$ cat src/rtl/mem_writeback_pkg.sv
// Shared encodings for the memory-access / writeback stage.
package mem_writeback_pkg;

  localparam logic [2:0] F3_LB  = 3'b000;
  localparam logic [2:0] F3_LH  = 3'b001;
  localparam logic [2:0] F3_LW  = 3'b010;
  localparam logic [2:0] F3_LBU = 3'b100;
  localparam logic [2:0] F3_LHU = 3'b101;
  localparam logic [2:0] F3_SB  = 3'b000;
  localparam logic [2:0] F3_SH  = 3'b001;
  localparam logic [2:0] F3_SW  = 3'b010;

  localparam logic [0:0] ST_IDLE     = 1'b0;
  localparam logic [0:0] ST_MEM_WAIT = 1'b1;

  localparam logic RES_SRC_ALU = 1'b0;
  localparam logic RES_SRC_MEM = 1'b1;

  // Context of the outstanding access, needed to finish it on ack
  typedef struct packed {
    logic [1:0] addr_lo;
    logic [2:0] funct3;
    logic       is_store;
    logic       rd_we;
    logic [4:0] rd;
  } pend_t;

endpackage

$ cat src/rtl/mem_writeback_load_store_align.sv
// Byte-lane placement for stores, alignment/extension for loads, misalign detection.
module mem_writeback_load_store_align
  import mem_writeback_pkg::*;
(
  input  logic [1:0]  addr_lo_i,
  input  logic [2:0]  funct3_i,
  input  logic        is_store_i,
  input  logic [31:0] rs2_i,
  input  logic [31:0] rdata_i,
  output logic [31:0] wdata_o,
  output logic [3:0]  wstrb_o,
  output logic [31:0] load_data_o,
  output logic        misaligned_o
);

  logic [31:0] shifted;
  logic        is_byte;
  logic        is_half;

  always_comb begin
    wdata_o     = rs2_i;
    wstrb_o     = 4'b1111;
    load_data_o = 32'h0;
    shifted     = rdata_i >> {addr_lo_i, 3'b000};
    is_byte     = 1'b0;
    is_half     = 1'b0;

    if (is_store_i) begin
      case (funct3_i)
        F3_SB: begin
          wdata_o = {4{rs2_i[7:0]}};
          wstrb_o = 4'b0001 << addr_lo_i;
          is_byte = 1'b1;
        end
        F3_SH: begin
          wdata_o = {2{rs2_i[15:0]}};
          wstrb_o = 4'b0011 << addr_lo_i;
          is_half = 1'b1;
        end
        default: ;
      endcase
    end

    // Unlisted load encodings fall through to a full word
    case (funct3_i)
      F3_LB: begin
        load_data_o = {{24{shifted[7]}}, shifted[7:0]};
        is_byte     = is_byte | ~is_store_i;
      end
      F3_LH: begin
        load_data_o = {{16{shifted[15]}}, shifted[15:0]};
        is_half     = is_half | ~is_store_i;
      end
      F3_LBU: begin
        load_data_o = {24'h0, shifted[7:0]};
        is_byte     = is_byte | ~is_store_i;
      end
      F3_LHU: begin
        load_data_o = {16'h0, shifted[15:0]};
        is_half     = is_half | ~is_store_i;
      end
      default: load_data_o = shifted;
    endcase

    misaligned_o = (is_half && addr_lo_i[0]) ||
                   (!is_byte && !is_half && (addr_lo_i != 2'b00));
  end

endmodule

$ cat src/rtl/mem_writeback.sv
// Memory-access and writeback stage: req/ack data bus with timeout, one registered
// regfile write per retired instruction, stall while an access is outstanding.
module mem_writeback #(
  parameter int unsigned TIMEOUT_CYCLES = 255,
  parameter int unsigned CNT_W          = 8
) (
  input  logic        clk,
  input  logic        rst_n,
  input  logic        valid_in,
  input  logic [31:0] alu_result,
  input  logic [31:0] rs2_data,
  input  logic [31:0] next_pc_in,
  input  logic        jump_in,
  input  logic        res_src_in,
  input  logic        mem_write_enable_in,
  input  logic [2:0]  funct3_in,
  input  logic        rd_write_enable_in,
  input  logic [4:0]  rd_write_addr_in,
  output logic        stall,
  output logic        mem_req,
  output logic        mem_we,
  output logic [31:0] mem_addr,
  output logic [31:0] mem_wdata,
  output logic [3:0]  mem_wstrb,
  input  logic [31:0] mem_rdata,
  input  logic        mem_ack,
  output logic        reg_write_enable,
  output logic [4:0]  reg_write_addr,
  output logic [31:0] reg_write_data,
  output logic        misalign_error,
  output logic        bus_error
);
  import mem_writeback_pkg::*;

  logic [0:0]       state_q, state_d;
  logic [CNT_W-1:0] cnt_q, cnt_d, cnt_inc;
  pend_t            pend_q, pend_d;
  logic             req_q, req_d, we_q, we_d;
  logic [31:0]      addr_q, addr_d, wdata_q, wdata_d;
  logic [3:0]       wstrb_q, wstrb_d;
  logic             rwe_q, rwe_d;
  logic [4:0]       raddr_q, raddr_d;
  logic [31:0]      rdata_q, rdata_d;
  logic             mis_q, mis_d, berr_q, berr_d;

  logic             waiting;
  logic             is_mem_op;
  logic [1:0]       al_lo;
  logic [2:0]       al_f3;
  logic             al_st;
  logic [31:0]      al_wdata, al_load;
  logic [3:0]       al_wstrb;
  logic             al_mis;

  assign waiting   = (state_q == ST_MEM_WAIT);
  assign stall     = waiting;
  assign is_mem_op = (res_src_in == RES_SRC_MEM) || mem_write_enable_in;
  assign cnt_inc   = cnt_q + CNT_W'(1);

  // Aligner sees the new instruction in IDLE and the latched access while waiting
  assign al_lo = waiting ? pend_q.addr_lo  : alu_result[1:0];
  assign al_f3 = waiting ? pend_q.funct3   : funct3_in;
  assign al_st = waiting ? pend_q.is_store : mem_write_enable_in;

  mem_writeback_load_store_align u_align (
    .addr_lo_i    (al_lo),
    .funct3_i     (al_f3),
    .is_store_i   (al_st),
    .rs2_i        (rs2_data),
    .rdata_i      (mem_rdata),
    .wdata_o      (al_wdata),
    .wstrb_o      (al_wstrb),
    .load_data_o  (al_load),
    .misaligned_o (al_mis)
  );

  always_comb begin
    state_d = state_q;
    cnt_d   = cnt_q;
    pend_d  = pend_q;
    req_d   = req_q;
    we_d    = we_q;
    addr_d  = addr_q;
    wdata_d = wdata_q;
    wstrb_d = wstrb_q;
    rwe_d   = 1'b0;
    raddr_d = raddr_q;
    rdata_d = rdata_q;
    mis_d   = mis_q;
    berr_d  = berr_q;

    case (state_q)
      ST_IDLE: begin
        if (valid_in && is_mem_op) begin
          if (al_mis) begin
            mis_d = 1'b1;
          end else begin
            state_d         = ST_MEM_WAIT;
            cnt_d           = '0;
            req_d           = 1'b1;
            we_d            = mem_write_enable_in;
            addr_d          = {alu_result[31:2], 2'b00};
            wdata_d         = al_wdata;
            wstrb_d         = mem_write_enable_in ? al_wstrb : 4'b0000;
            pend_d.addr_lo  = alu_result[1:0];
            pend_d.funct3   = funct3_in;
            pend_d.is_store = mem_write_enable_in;
            pend_d.rd_we    = rd_write_enable_in;
            pend_d.rd       = rd_write_addr_in;
          end
        end else if (valid_in) begin
          rwe_d   = rd_write_enable_in && (rd_write_addr_in != 5'd0);
          raddr_d = rd_write_addr_in;
          rdata_d = jump_in ? next_pc_in : alu_result;
        end
      end
      ST_MEM_WAIT: begin
        // Ack takes priority over a timeout on the same cycle
        if (mem_ack) begin
          state_d = ST_IDLE;
          req_d   = 1'b0;
          if (!pend_q.is_store) begin
            rwe_d   = pend_q.rd_we && (pend_q.rd != 5'd0);
            raddr_d = pend_q.rd;
            rdata_d = al_load;
          end
        end else if (cnt_inc == CNT_W'(TIMEOUT_CYCLES)) begin
          state_d = ST_IDLE;
          req_d   = 1'b0;
          berr_d  = 1'b1;
        end else begin
          cnt_d = cnt_inc;
        end
      end
      default: state_d = ST_IDLE;
    endcase
  end

  always_ff @(posedge clk or negedge rst_n) begin
    if (!rst_n) begin
      state_q <= ST_IDLE;
      cnt_q   <= '0;
      pend_q  <= '0;
      req_q   <= 1'b0;
      we_q    <= 1'b0;
      addr_q  <= '0;
      wdata_q <= '0;
      wstrb_q <= '0;
      rwe_q   <= 1'b0;
      raddr_q <= '0;
      rdata_q <= '0;
      mis_q   <= 1'b0;
      berr_q  <= 1'b0;
    end else begin
      state_q <= state_d;
      cnt_q   <= cnt_d;
      pend_q  <= pend_d;
      req_q   <= req_d;
      we_q    <= we_d;
      addr_q  <= addr_d;
      wdata_q <= wdata_d;
      wstrb_q <= wstrb_d;
      rwe_q   <= rwe_d;
      raddr_q <= raddr_d;
      rdata_q <= rdata_d;
      mis_q   <= mis_d;
      berr_q  <= berr_d;
    end
  end

  assign mem_req          = req_q;
  assign mem_we           = we_q;
  assign mem_addr         = addr_q;
  assign mem_wdata        = wdata_q;
  assign mem_wstrb        = wstrb_q;
  assign reg_write_enable = rwe_q;
  assign reg_write_addr   = raddr_q;
  assign reg_write_data   = rdata_q;
  assign misalign_error   = mis_q;
  assign bus_error        = berr_q;

endmodule
$ cat config.mk
export PLATFORM = sky130hd
export DESIGN_NAME = mem_writeback
export DESIGN_NICKNAME = d
export VERILOG_FILES = /design/src/rtl/mem_writeback_pkg.sv /design/src/rtl/mem_writeback_load_store_align.sv /design/src/rtl/mem_writeback.sv
export SDC_FILE = /design/constraint.sdc
export NUM_CORES = 1
export LEC_CHECK = 0
export ABC_AREA = 1
export BUFFER_PORTS_ARGS = -buffer_cell sky130_fd_sc_hd__buf_2
export CAP_MARGIN = 10
export CORE_ASPECT_RATIO = 2
export CORE_MARGIN = 2
export CORE_UTILIZATION = 50
export CTS_BUF_LIST = sky130_fd_sc_hd__clkbuf_16
export DETAILED_ROUTE_END_ITERATION = 6
export HOLD_SLACK_MARGIN = 0.08
export PLACE_DENSITY = 0.81
export SYNTH_ARGS = -nofsm -noshare
export SYNTH_HDL_FRONTEND = slang
export SYNTH_SLANG_ARGS = --single-unit
$ cat constraint.sdc
create_clock -name clk -period 1.9 [get_ports clk]
set_input_delay 0.38 -clock clk [delete_from_list [all_inputs] [get_ports clk]]
set_output_delay 0.38 -clock clk [all_outputs]
set_load 0.02 [all_outputs]
==> key figures, run 1 <==
Route
  • TritonRoute pass-1 iters: 5
  • Wire length per cell: 17.9 um
  • DRC violations left: 0
  • Wire length after detailed routing: 25100 um
  • Mean number of vias per cell: 5.57
  • Via count: 7769
  • Antenna Violating Nets Remaining: 0
  • Drt first-iter violations: 831

Synth
  • Number of enable flip-flop cells after synthesis: 0
  • Primary FF master, synth: sky130_fd_sc_hd__dfrtp_1
  • Synthesized area per cell: 7.22 sq um
  • Count of state elements after synthesis: 128
  • Fraction of registers with async set/reset: 100%
  • Unique cell type count in the Yosys netlist: 30
  • Yosys warns: 0
  • Share of the yosys chip area belonging to registers: 47.1%
  • Syn Inst Count: 943
  • Mapped cell area: 0.00681 sq mm

Floorplan
  • Std cell rows: 60
  • I/O pin count: 255
  • Starting density of the core: 50.9%
  • Placeable Area: 0.0134 sq mm
  • Overall die width: 86.5 um
  • Chip Height: 169 um
  • Die area: 0.0146 sq mm

Setup path
  • Worst Path Required: 2.20 ns
  • Buffers and inverters on the worst path: 3
  • Max Fanout on Critical Path: 7
  • Worst setup path category: reg2reg
  • Slowest cell on crit path: sky130_fd_sc_hd__dfrtp_2
  • Element type at the critical path start: register
  • Kind of cell with the highest combined delay on the critical path: buffers and inverters
  • Data arrival at the endpoint of the critical path: 2.22 ns
  • Worst Setup End Kind: register
  • Most prevalent standard cell on the critical path: sky130_fd_sc_hd__buf_4
  • Cell-by-cell listing of the critical path: buf_4 -> o21ai_4 -> buf_4 -> nand3_1 -> nand3_2 -> nand2_2 -> buf_12 -> o21ai_0 -> nand2_1
  • Delay of the slowest cell on the worst path: 0.44 ns

Power
  • Worst VDD drop: 0.00116 V
  • Areal power density over the cells: 1730 mW/mm^2
  • Lkg Pwr: 5.07 nW

Layout
  • Nets: 1369
  • Commonest cells after routing, fill and taps aside: sky130_fd_sc_hd__nand2_1, sky130_fd_sc_hd__buf_2, sky130_fd_sc_hd__dfrtp_1, sky130_fd_sc_hd__a21oi_1, sky130_fd_sc_hd__o21ai_0
  • Number of standard cells in the final layout excluding fillers: 1396
  • Area added between synthesis and finish: 38.9%
  • Cell area after layout: 0.00945 sq mm
  • Leading cell type in the layout, fill and taps excluded: sky130_fd_sc_hd__nand2_1
  • Fraction of layout instances using a drive strength above 1: 30.5%

Placement
  • Placer congestion estimate: 0.909
  • Total placed instance area: 0.00853 sq mm
  • Detailed placer's ending HPWL: 17700 um
  • Port Buffers: 252
  • Placed Instances: 1347

Clocking
  • Clock latency on the worst-skew pair: 0.43 ns
  • Master cell of the clock root buffer: sky130_fd_sc_hd__clkbuf_16
  • Buffer levels on the longest clock path: 2
  • # clock sinks: 128
  • Clock-pin slew of the registers on the worst-case setup and hold paths: 0.06 ns
  • CTS tree: done
  • Total clock buffers created by CTS: 17
  • Number of levels the H-tree was split into: 4

Timing
  • Final critical-path share of the clock period: 101%
  • Setup violators final: 1
  • Final period demand of the worst path: 1.92 ns
  • Top achievable clock speed: 521 MHz
  • Setup skew after layout: 0.0136 ns
  • Post-route worst setup slack: -0.0185 ns
  • Final Max Tran Viols: 0
  • Endpoints failing hold: 0

Global route
  • Total overflow reported by the global router: 0
  • Antenna violations before repair: 4
  • Wire length of the first global-routing pass: 36700 um
  • Largest net degree at the start of global routing: 44
  • Total routing usage reported by global routing: 32.3%
  • Via count of the first global-routing pass: 7308

Run
  • Maximum Capacitance Violations: 0

Outcome
  • Status: complete, but fails checks
  • Violations in the final reports: setup timing

Min path
  • Worst min-delay path category: in2reg
[flip-flops by register name, indices dropped and copies added, names as in the netlist]
name and count:
mem_req 1, mem_wstrb 4, reg_write_enable 1, reg_write_addr 5, pend_q 11, mem_we 1
mem_wdata 32, misalign_error 1, stall 1, mem_addr 30, reg_write_data 32, cnt_q 8
bus_error 1
[worst reg2reg max path, delay by kind of cell, from the launching register on]
family / cells / cell delay, ns
and+or+nand+nor: 4 / 0.48
DFF: 1 / 0.44
AOI/OAI and AO/OA: 2 / 0.37
buffers and inverters: 3 / 0.50
[worst paths after layout]
| kind | from | end | slack, ns | cells after the start |
|---|---|---|---|---|
| worst max-delay path | stall | reg_write_data[15] | -0.02 | 9 |
| worst min-delay path | alu_result[22] | mem_addr[22] | 0.17 | 3 |
| worst max register to register | stall | reg_write_data[15] | -0.02 | 9 |
| worst min register to register | mem_addr[7] | mem_addr[7] | 0.47 | 2 |
| max in group asynchronous | rst_n | reg_write_data[5] | 0.92 | 3 |
| min in group asynchronous | rst_n | mem_wdata[17] | 0.42 | 2 |
[cell type report]
cell class | count | area [sq um]
inverters | 55 | 229
flip-flops and latches | 128 | 3200
repair buffers | 314 | 2020
clock inverters | 15 | 149
multi-input cells | 707 | 3220
well taps | 155 | 194
clock buffers | 17 | 425
fillers | 1052 | 3910
diodes | 5 | 12.5
[routing by layer]
layer  global-route usage (%)  vias to the layer above  share of wire, %
met4                     19.4                        0               6.3
met5                        0                        -                 0
li1                         -                     3629                 -
met1                     35.8                     3555                34
met2                     55.7                      475                52
met3                     6.68                      110               7.6
[through the flow]
stage	utilization, %	TNS (ns)	setup WS, ns	total power, mW	hold slack, ns
floorplan	-	0	0.0914	9.38	0.0844
global placement	63.8	0	0.0612	12.2	0.300
detailed placement	63.8	-0.313	-0.0485	12.4	0.304
CTS	68.6	0	0.00143	15.7	0.158
global route	70.7	-0.692	-0.0541	17.2	0.178
finish	70.7	-0.0185	-0.0185	16.3	0.166
[cells in the mapped netlist, types with 3 or more instances]
| cell | n | area [sq um] |
|---|---|---|
| sky130_fd_sc_hd__dfrtp_1 | 128 | 3200 |
| sky130_fd_sc_hd__nand4_1 | 10 | 62.6 |
| sky130_fd_sc_hd__buf_4 | 8 | 60.1 |
| sky130_fd_sc_hd__nor2_4 | 3 | 33.8 |
| sky130_fd_sc_hd__o211ai_1 | 7 | 52.6 |
| sky130_fd_sc_hd__o21ai_0 | 71 | 355 |
| sky130_fd_sc_hd__a31oi_1 | 5 | 31.3 |
| sky130_fd_sc_hd__a21oi_1 | 90 | 450 |
| sky130_fd_sc_hd__buf_2 | 19 | 95.1 |
| sky130_fd_sc_hd__clkbuf_1 | 23 | 86.3 |
| sky130_fd_sc_hd__nand2_2 | 4 | 25.0 |
| sky130_fd_sc_hd__inv_1 | 50 | 188 |
| sky130_fd_sc_hd__nor2_1 | 50 | 188 |
| sky130_fd_sc_hd__inv_2 | 5 | 18.8 |
| sky130_fd_sc_hd__nand2_1 | 371 | 1390 |
| sky130_fd_sc_hd__nand3_1 | 64 | 320 |
| sky130_fd_sc_hd__o21ai_1 | 14 | 70.1 |
| sky130_fd_sc_hd__o21bai_1 | 3 | 22.5 |
| sky130_fd_sc_hd__buf_6 | 3 | 33.8 |
[repair_timing]
action | CTS | global route
gates resized for setup | 4 | 31
endpoints found under the hold margin | 32 | 0
setup buffers | 0 | 4
hold buffers | 1 | 0
gates cloned | 1 | 6
setup endpoints to repair | 15 | 111
pin swaps | 0 | 4
[cells by family after synthesis]
kind of cell             synth area share [%]
AND/OR/NAND/NOR                          30.2
XOR/XNOR                                0.129
AO/OA/AOI/OAI                            15.0
other                                  0.0551
buffers and inverters                    7.19
adder cells (fa/ha/maj)                 0.368
flip-flops                               47.1
[power by group]
group | total, mW | internal, mW | switching (mW) | leakage [nW]
registers | 4.72 | 3.97 | 0.748 | 1.56
logic | 8.36 | 2.99 | 5.37 | 3.24
clock network | 3.24 | 1.84 | 1.40 | 0.273
Power figures use the tool's default switching activity.
==> run 2: changes to the inputs <==
CAP_MARGIN = not set   (was 10)
CORE_ASPECT_RATIO = 0.9   (was 2)
==> key figures, run 2 (synthesized netlist as in run 1, its figures left out) <==
Setup path
  • Worst Setup End Kind: output port (was register)
  • Delay of the slowest cell on the worst path: 0.45 ns (was 0.44 ns)
  • Data arrival at the endpoint of the critical path: 1.47 ns (was 2.22 ns)
  • Buffers and inverters on the worst path: 2 (was 3)
  • Cell-by-cell listing of the critical path: buf_8 -> buf_2 (was buf_4 -> o21ai_4 -> buf_4 -> nand3_1 -> nand3_2 -> nand2_2 -> buf_12 -> o21ai_0 -> nand2_1)
  • Max Fanout on Critical Path: 60 (was 7)
  • Element type at the critical path start: register (unchanged)
  • Slowest cell on crit path: sky130_fd_sc_hd__dfrtp_2 (unchanged)
  • Reg-to-reg startpoint: stall (unchanged)
  • Kind of cell with the highest combined delay on the critical path: buffers and inverters (unchanged)
  • Worst Path Required: 1.52 ns (was 2.20 ns)
  • Critical Path Start: stall (unchanged)
  • Worst setup path category: reg2out (was reg2reg)

Clocking
  • Clock latency on the worst-skew pair: 0.42 ns (was 0.43 ns)
  • Clock-pin slew of the registers on the worst-case setup and hold paths: 0.06 ns (about the same)
  • Master cell of the clock root buffer: sky130_fd_sc_hd__clkbuf_16 (unchanged)
  • CTS tree: done (unchanged)
  • # clock sinks: 128 (unchanged)
  • Total clock buffers created by CTS: 17 (unchanged)
  • Buffer levels on the longest clock path: 2 (unchanged)
  • Number of levels the H-tree was split into: 4 (unchanged)

Run
  • Maximum Capacitance Violations: 0 (unchanged)

Layout
  • Leading cell type in the layout, fill and taps excluded: sky130_fd_sc_hd__nand2_1 (unchanged)
  • Nets: 1352 (was 1369)
  • Area used by multi-input combinational logic: 0.00320 sq mm (was 0.00322 sq mm)
  • Storage cell area: 0.00320 sq mm (unchanged)
  • Commonest cells after routing, fill and taps aside: sky130_fd_sc_hd__nand2_1, sky130_fd_sc_hd__buf_2, sky130_fd_sc_hd__dfrtp_1, sky130_fd_sc_hd__a21oi_1, sky130_fd_sc_hd__o21ai_0 (unchanged)
  • Number of standard cells in the final layout excluding fillers: 1388 (was 1396)
  • Fraction of layout instances using a drive strength above 1: 28.9% (was 30.5%)
  • Area added between synthesis and finish: 35.0% (was 38.9%)
  • Number of fill cells in the layout: 1164 (was 1052)

Timing
  • Post-route worst setup slack: 0.0483 ns (was -0.0185 ns)
  • Final Max Tran Viols: 0 (unchanged)
  • Unrepaired setup endpoints after global routing: true
  • Setup violators final: 0 (was 1)
  • Endpoints failing hold: 0 (unchanged)
  • TNS Setup: 0 ns (was -0.0185 ns)
  • Final period demand of the worst path: 1.85 ns (was 1.92 ns)
  • Top achievable clock speed: 540 MHz (was 521 MHz)
  • Worst slack on hold paths: 0.176 ns (was 0.166 ns)
  • Final critical-path share of the clock period: 97.5% (was 101%)
  • Setup skew after layout: 0.00904 ns (was 0.0136 ns)

Route
  • Detail Route met3 WL: 2240 um (was 1910 um)
  • Post-Route M1 WL: 9560 um (was 8560 um)
  • Top routing layer in use: met4 (unchanged)
  • TritonRoute pass-1 iters: 7 (was 5)
  • DRC violations left: 0 (unchanged)
  • Antenna Violating Nets Remaining: 0 (unchanged)
  • Wire length per cell: 16.4 um (was 17.9 um)
  • Mean number of vias per cell: 5.47 (was 5.57)
  • Wire length after detailed routing: 22700 um (was 25100 um)
  • Drt first-iter violations: 807 (was 831)
  • Via count: 7596 (was 7769)
  • Met2 wire len: 10300 um (was 13000 um)

Power
  • Areal power density over the cells: 1700 mW/mm^2 (was 1730 mW/mm^2)
  • Switching share of power: 45.1% (was 46.1%)
  • Share of power burned in combinational logic: 50.0% (was 51.2%)
  • Worst VDD drop: 0.00108 V (was 0.00116 V)
  • Internal power: 8.56 mW (was 8.80 mW)
  • Share of power burned in the clock network: 19.9% (about the same)
  • Total power draw: 15.6 mW (was 16.3 mW)
  • Switching power summed over all nets: 7.04 mW (was 7.52 mW)
  • Proportion of power drawn by flip-flops and latches: 30.0% (was 28.9%)
  • Lkg Pwr: 4.93 nW (was 5.07 nW)

Floorplan
  • I/O pin count: 255 (unchanged)
  • Placeable Area: 0.0133 sq mm (was 0.0134 sq mm)
  • Starting density of the core: 51.1% (was 50.9%)
  • Overall die width: 127 um (was 86.5 um)
  • Die area: 0.0146 sq mm (about the same)
  • Std cell rows: 40 (was 60)
  • Chip Height: 115 um (was 169 um)

Min path
  • Start point of the worst min-delay path: alu_result[30] (was alu_result[22])
  • Worst min-delay path category: in2reg (unchanged)

Placement
  • Placed Instances: 1349 (was 1347)
  • Port Buffers: 252 (unchanged)
  • Post-place setup slack: -0.0901 ns (was -0.0485 ns)
  • Detailed placer's ending HPWL: 16400 um (was 17700 um)
  • Placer congestion estimate: 0.939 (was 0.909)

Global route
  • Total routing usage reported by global routing: 31.1% (was 32.3%)
  • Total overflow reported by the global router: 0 (unchanged)
  • Largest net degree at the start of global routing: 61 (was 44)
  • Wire length of the first global-routing pass: 35500 um (was 36700 um)
  • Via count of the first global-routing pass: 6998 (was 7308)
  • Antenna violations before repair: 1 (was 4)

Outcome
  • Status: finished, final reports clean (was complete, but fails checks)
run 2: changes by cell type in the layout (fill, tap and decap cells not counted), moves of 2 or more:
cell	change
sky130_fd_sc_hd__buf_4	-15
sky130_fd_sc_hd__buf_6	+7
sky130_fd_sc_hd__clkinv_1	+5
sky130_fd_sc_hd__inv_6	-5
sky130_fd_sc_hd__clkbuf_16	-4
sky130_fd_sc_hd__diode_2	-4
sky130_fd_sc_hd__o21ai_0	-4
sky130_fd_sc_hd__o21ai_1	+3
sky130_fd_sc_hd__a21oi_1	+2
sky130_fd_sc_hd__a21oi_2	-2
sky130_fd_sc_hd__buf_12	-2
sky130_fd_sc_hd__buf_16	-2
sky130_fd_sc_hd__inv_1	+2
sky130_fd_sc_hd__o21ai_2	+2
run 2: cell type report:
type | instances | area share (%)
inverter | 55 | 2.44
sequential | 128 | 34.9
multi-input combinational | 706 | 34.8
tap | 168 | 2.29
antenna | 1 | 0.0272
clock buffer | 17 | 4.63
clock inverter | 15 | 1.39
timing repair buffer | 298 | 19.5
run 2: repair_timing:
action | CTS | global route
setup endpoints to repair | 80 | 119
pin swaps | 0 | 1
gates cloned | 0 | 1
endpoints found under the hold margin | 41 | 0
resized for setup | 5 | 38
hold buffers | 1 | 0
buffers inserted | 0 | 4
run 2: through the flow:
| stage | instance area, sq um | util, % |
|---|---|---|
| after global placement | 8430 | 63.3 |
| after global routing | 9190 | 69.0 |
| after floorplan | 6810 | - |
| after detailed placement | 8430 | 63.3 |
| after CTS | 9000 | 67.6 |
| final | 9190 | 69.0 |
run 2: worst paths after layout:
path,to,slack (ns),depth (start not counted)
max in group asynchronous,mem_wdata[20],0.76,3
min in group asynchronous,mem_wdata[24],0.48,2
min,mem_addr[30],0.18,3
max,stall,0.05,2
max reg2reg,reg_write_data[13],0.09,10
min reg2reg,mem_addr[17],0.47,2
run 2: worst reg2reg max path, delay by kind of cell, from the launching register on:
family	cells	cell delay (ns)
AOI/OAI and AO/OA	1	0.18
DFF	1	0.47
buffers and inverters	4	0.59
and+or+nand+nor	5	0.51
run 2: per-layer routing:
metal | vias to the layer above | global-route usage, %
li1 | 3592 | -
met1 | 3527 | 42.9
met2 | 413 | 46.5
met3 | 64 | 9.72
met4 | 0 | 11.4
met5 | - | 0
run 2: power by group through the flow:
stage	combinational, mW	clock (mW)	sequential [mW]
detailed placement	7.42	0	4.67
floorplan	3.40	0	5.99
global placement	7.25	0	4.67
global route	8.54	3.29	4.83
finish	7.80	3.11	4.68
CTS	7.46	3.13	4.67
